`src/rtl/regfile_sequencer.sv`:
```
// Multi-cycle sequencer for one R-type operation: read operands, write the ALU result,
// read the destination back, then report it with a done pulse and a retired-op count.
module regfile_sequencer #(
    parameter int CNT_W = 16
) (
    input  logic             clk,
    input  logic             rst,
    input  logic             start,
    input  logic [4:0]       rs,
    input  logic [4:0]       rt,
    input  logic [4:0]       rd,
    input  logic [31:0]      alu_result,
    input  logic [31:0]      rf_rdata1,
    output logic             rf_we,
    output logic [4:0]       rf_raddr1,
    output logic [4:0]       rf_raddr2,
    output logic [4:0]       rf_waddr,
    output logic [31:0]      rf_wdata,
    output logic             busy,
    output logic             done,
    output logic [31:0]      result,
    output logic [CNT_W-1:0] retired
);

    typedef enum logic [2:0] {
        IDLE     = 3'd0,
        READ     = 3'd1,
        WRITE    = 3'd2,
        READBACK = 3'd3,
        DONE     = 3'd4
    } state_t;

    state_t           state, state_nxt;
    logic [4:0]       rs_q, rt_q, rd_q;
    logic [31:0]      wdata_q;
    logic [31:0]      result_q;
    logic [CNT_W-1:0] retired_q;
    logic             accept;

    // Operands are only taken when no operation is in flight.
    assign accept = start && ((state == IDLE) || (state == DONE));

    always_ff @(posedge clk) begin
        if (rst) begin
            state     <= IDLE;
            rs_q      <= '0;
            rt_q      <= '0;
            rd_q      <= '0;
            wdata_q   <= '0;
            result_q  <= '0;
            retired_q <= '0;
        end else begin
            state <= state_nxt;
            if (accept) begin
                rs_q <= rs;
                rt_q <= rt;
                rd_q <= rd;
            end
            if (state == READ) begin
                wdata_q <= alu_result;
            end
            // Count on entry to DONE so retired and result agree while done is high.
            if (state == READBACK) begin
                result_q  <= rf_rdata1;
                retired_q <= retired_q + CNT_W'(1);
            end
        end
    end

    always_comb begin
        state_nxt = state;
        rf_we     = 1'b0;
        rf_raddr1 = 5'd0;
        rf_raddr2 = 5'd0;
        rf_waddr  = 5'd0;
        rf_wdata  = 32'd0;
        done      = 1'b0;
        case (state)
            IDLE: begin
                if (start) state_nxt = READ;
            end
            READ: begin
                rf_raddr1 = rs_q;
                rf_raddr2 = rt_q;
                state_nxt = WRITE;
            end
            WRITE: begin
                rf_waddr  = rd_q;
                rf_wdata  = wdata_q;
                rf_we     = (rd_q != 5'd0);
                state_nxt = READBACK;
            end
            READBACK: begin
                rf_raddr1 = rd_q;
                state_nxt = DONE;
            end
            DONE: begin
                done      = 1'b1;
                state_nxt = start ? READ : IDLE;
            end
            default: state_nxt = IDLE;
        endcase
    end

    assign busy    = (state != IDLE);
    assign result  = result_q;
    assign retired = retired_q;

endmodule

```
`config.mk`:
```
export PLATFORM = sky130hd
export DESIGN_NAME = regfile_sequencer
export DESIGN_NICKNAME = d
export VERILOG_FILES = /design/src/rtl/regfile_sequencer.sv
export SDC_FILE = /design/constraint.sdc
export NUM_CORES = 1
export LEC_CHECK = 0
export ABC_CLOCK_PERIOD_IN_PS = 1900
export CORE_UTILIZATION = 30
export CTS_BUF_LIST = sky130_fd_sc_hd__clkbuf_4
export CTS_CLUSTER_DIAMETER = 80
export DETAILED_ROUTE_END_ITERATION = 12
export PLACE_DENSITY = 0.63
export SYNTH_ARGS = -nofsm -noshare
export SYNTH_HDL_FRONTEND = slang
export SYNTH_SLANG_ARGS = --single-unit
```
`constraint.sdc`:
```
create_clock -name clk -period 1.9 [get_ports clk]
set_clock_uncertainty 0.15 [all_clocks]
set_input_delay 0.285 -clock clk [delete_from_list [all_inputs] [get_ports clk]]
set_output_delay 0.285 -clock clk [all_outputs]
set_load 0.02 [all_outputs]
```
# After elaboration in Yosys (flattened, before gate mapping)
# Cells that the tools add are included.
totals:
  regBits: 98
  input_bits: 82
  output_inout_bits: 98
  elab_cells: 27
op_classes:
  add_sub_neg: 1
  n_eq_ne: 5
  n_mux: 9
  reduce_logical: 5
ops:
  columns: ["cell", "n"]
  rows:
  - ["two-way mux 32 bit", 1]
  - ["adder 16 x 1 -> 16 bit (second input constant)", 1]
  - ["one-hot mux 3 bit (5 select lines)", 1]
  - ["two-way mux 5 bit", 2]
  - ["one-hot mux 5 bit (2 select lines)", 1]
  - ["equality test 3 x 2 -> 1 bit (second input constant)", 2]
  - ["nonzero test 5 bit", 1]
  - ["equality test 3 x 1 -> 1 bit (second input constant)", 1]
  - ["equality test 3 bit (second input constant)", 1]
  - ["zero test 3 bit", 1]
  - ["two-way mux 1 bit", 3]
  - ["two-way mux 3 bit", 1]
  - ["nonzero test 3 bit", 1]
  - ["!= test 2 bit (second input constant)", 1]
  - ["logical AND 1 bit", 1]
  - ["logical OR 1 bit", 1]

# Depth between registers and ports, before layout
# Gate-level depths: netlist (run 1).
depth:
  ltp_word: 3
  mapped_depth: 7
  ltp_nobuf: 5

# Worst setup path before layout (run 1)
# OpenSTA, ideal clock, no wires.
synth_timing:
  kind: "reg-to-reg"
  startpoint: "register retired_q[2] (netlist: retired[2])"
  endpoint: "register retired_q[15] (netlist: retired[15])"
  setup_time_ns: 0.121
  arrival_time_ns: 1.762
  required_ns: 1.629
  setup_slack_ns: -0.133
  path_stages_with_launch: 5
  n_path_buf: 0
  period_less_slack_ns: 2.033
  cell_sequence: "dfxtp_1 > nand4b_4 > nor4_1 > nor3b_1 > mux2_2"
synth_via:
  elab_chain_cells: 1
synth_rtl:
  columns: ["element", "line", "source"]
  rows:
  - ["start: declaration", "37", "logic [CNT_W-1:0] retired_q;"]
  - ["start signal: assignment", "65", "retired_q <= retired_q + CNT_W'(1);"]
  - ["adder 16 x 1 -> 16 bit", "65", null]
# No other way between the ends.
# A chain may end at the register's enable or synchronous reset.

# Worst setup path after layout (run 1)
layout_timing:
  startpoint: "register state[0]"
  endpoint: "output port rf_raddr1[4]"
layout_via:
  elab_chain_cells: 2
  word_cells_on_any_way: 3
  classes_between: "eq/ne: 2; mux: 1"
layout_rtl:
  columns: ["element", "line", "source"]
  rows:
  - ["start: declaration", "33", "state_t state, state_nxt;"]
  - ["start signal: assignment", "53", "state <= state_nxt;"]
  - ["equality test 3 x 2 -> 1 bit / equality test 3 x 1 -> 1 bit (equally long branches)", "78", "case (state)"]
  - ["one-hot mux 5 bit (2 select lines) (*)", "78", null]
  - ["end: declaration", "15", "output logic [4:0] rf_raddr1,"]
# Mark *: on every way between the ends. The rest lies on a longest branch, timed or not.

==> impl_metrics.yaml, run 1 <==
timing:
  fin_setup_tns_ps: -8578
  tightest_slew_ps: 709.8
  finalHoldViolCount: 0
  setup_viol: 50
  fmax_ghz: 0.4660
  holdWs_ps: 89.60
  max_slew_margin: 0.5268
  post-route-period-util: 1.129
  fin_ws_ps: -245.8
  rsz0062_at_grt: "yes"
  slew_viol_final: 0
  fin_crit_ps: 2146
cts:
  clkSinkCount: 98
  clk_latency_ps: 470
  cts_root_buffer: "clkbuf_4"
  cts_buffers: 9
  cts_max_path_buffers: 2
  cts_tree: "done"
  clk_pin_slew_ps: 150
  cts_max_level: 3
  hold_buffers: 0
worst_setup_path:
  path_max_fanout: 7
  critPathRequiredTime_ps: 1460
  endpoint_kind: "output pin"
  crit_slowest_cell: "dfxtp_4"
  critPathLaunchType: "flip-flop"
  crit_path_cell_trace: "buf_4, buf_6, and3b_2, a22o_1, buf_6"
  critical_path_class: "reg -> out"
  worstPathArrival_ps: 1710
  slowest_delay_ps: 390
  cp_common_cell: "buf_6"
run_status:
  violations: "negative setup slack"
  status: "complete, but fails checks"
power_and_ir_drop:
  p_leak_uw: 0.002842
  power_density_mw_per_mm2: 663.6
  vdd_drop_max_mv: 0.3380
synthesis:
  synth_most_common_cell: "nand2_1"
  synth_flop_cell: "dfxtp_1"
  synth-edff-count: 0
  async_flop_share: 0
  synth_common_cells: "nand2_1 (166), dfxtp_1 (98), a21oi_1 (85)"
  synth_top_area_frac: 0.4986
  ys_ff_latch: 98
  synth_cells: 502
  synth.cell_area_sq_mm: 0.003935
  synth_nets: 585
  yosys_warnings: 0
  synth_seq_area_share: 0.4986
  syn_area_per_cell_sq_um: 7.839
  synth_top_area_cell: "dfxtp_1"
  synth_area_leaders: "dfxtp_1 (50%), nand2_1 (16%), a21oi_1 (11%)"
  ys_types: 33
routing:
  met3WireLength_um: 893
  drt_iter0_drc: 156
  firstDrtPassIters: 4
  finalWirelength_um: 11860
  top_layer: "met4"
  wl_met2_um: 5679
  wl_per_cell_um: 13.42
  route.detailed.drc: 0
  wl_met1_um: 5061
  num_vias: 4012
  ant_nets: 0
  vias_per_cell: 4.538
placed_design:
  dp_hpwl_um: 7765
  place_congestion: 0.7478
  numPlacedInstances: 845
  numPortBuffers: 179
  placed_area_sq_mm: 0.006070
floorplan:
  coreArea_sq_mm: 0.01272
  start_util: 0.3093
  rows: 41
  design.die.area_sq_mm: 0.01358
  io_pins: 180
  die_w_um: 116.5
  die_h_um: 116.5
flow_run:
  maxCapViolCount: 0
global_routing:
  grt_pass1_wl_um: 18020
  gr-total-overflow: 0
  grt_pass1_vias: 3748
  antenna_found_initial: 0
  grt_max_degree: 43
  gr-usage-all-layers: 0.1713
layout:
  finalNetCount: 790
  fin_util: 0.5204
  antennaDiodeCount: 0
  drive_above_1_share: 0.2612
  layout.cells.non_filler: 884
  fillerInstances: 1268
  area_growth_syn_to_layout_pct: 68.24
  fin_area_sq_mm: 0.006620
hold_path:
  min_path_type: "in -> reg"
-- path summary, 6_finish.rpt --
path,start,to,slack [ps],cells past startpoint
worst max-delay path,state[0],rf_raddr1[4],-250,5
worst min-delay path,rst,retired[8],90,2
worst max register to register,state[2],retired[14],0,5
worst min register to register,result[3],result[3],310,2
-- per-stage QoR --
| step | setup WS [ps] | total power (uW) |
|---|---|---|
| after global routing | -362.8 | 4660 |
| after detailed placement | -178.5 | 3230 |
| after global placement | -167.7 | 3214 |
| final | -245.8 | 4393 |
| after floorplan | 5.767 | 2751 |
| after CTS | -302.7 | 4341 |
-- cells by family (layout without fill, tap and decap cells) --
logic type | after synthesis | after routing | synth area share
simple gates | 256 | 256 | 0.3011
buf+inv | 40 | 250 | 0.04229
fa+ha+maj | 1 | 1 | 0.003179
compound gates | 96 | 96 | 0.1285
mux | 3 | 3 | 0.008584
xor+xnor | 8 | 8 | 0.01781
flops | 98 | 98 | 0.4986
-- report_power, final --
group / leakage (uW) / total [uW] / internal [uW] / switching [uW]
registers: 0.000799 / 2260 / 2180 / 72.0
logic: 0.00197 / 1140 / 603 / 541
clock network: 0.0000685 / 994 / 304 / 690
-- flip-flops by register name, indices dropped and copies added (netlist names) --
name,cells
retired,16
wdata_q,32
result,32
rd_q,5
rs_q,5
state,3
rt_q,5
-- area by class of cell --
cell class / instances / area, sq um / share of cell area
Timing Repair Buffer: 232 / 2311 / 0.3491
Multi-Input combinational cell: 364 / 2003 / 0.3026
Sequential cell: 98 / 1974 / 0.2982
Tap cell: 172 / 215.2 / 0.03251
Clock buffer: 12 / 90.09 / 0.01361
Clock inverter: 4 / 18.77 / 0.002835
Inverter: 2 / 7.507 / 0.001134
-- cells in the final DEF (no fill, tap or decap), types with 5 or more instances in the layout --
| master | instances |
|---|---|
| buf_4 | 38 |
| dlygate4sd2_1 | 48 |
| and2_1 | 6 |
| a21oi_1 | 82 |
| a22o_1 | 5 |
| dfxtp_1 | 92 |
| and2_4 | 38 |
| buf_12 | 5 |
| xnor2_1 | 5 |
| buf_6 | 59 |
| clkbuf_4 | 12 |
| nor2_1 | 14 |
| clkdlybuf4s50_1 | 80 |
| nand2_1 | 165 |
-- critical path, delay by kind of cell, from the launching register on --
kind / cells / cell delay [ps]
AO/OA/AOI/OAI: 1 / 220
flip-flops: 1 / 390
AND/OR/NAND/NOR: 1 / 240
buffers and inverters: 3 / 390
-- per-layer routing --
layer / vias up / GRT usage
li1: 2025 / -
met5: - / 0
met2: 133 / 0.2809
met3: 13 / 0.04774
met1: 1841 / 0.2073
met4: 0 / 0.08186
-- timing repair --
item                                    CTS  global route
cloned                                    1             2
gates resized for setup                 371            58
setup buffers                            14             8
pin swaps                                 1            26
endpoints found under the setup margin  106            56
No activity file was read; power rests on OpenSTA's default activity.
==> run 2, diff against run 1 <==
--- a/config.mk
+++ b/config.mk
@@ -5,10 +5,10 @@
 export SDC_FILE = /design/constraint.sdc
 export NUM_CORES = 1
 export LEC_CHECK = 0
-export ABC_CLOCK_PERIOD_IN_PS = 1900
 export CORE_UTILIZATION = 30
 export CTS_BUF_LIST = sky130_fd_sc_hd__clkbuf_4
 export CTS_CLUSTER_DIAMETER = 80
+export CTS_CLUSTER_SIZE = 10
 export DETAILED_ROUTE_END_ITERATION = 12
 export PLACE_DENSITY = 0.63
 export SYNTH_ARGS = -nofsm -noshare
==> results of run 2 <==
Final layout, timing and power as in run 1 (identical DEF).
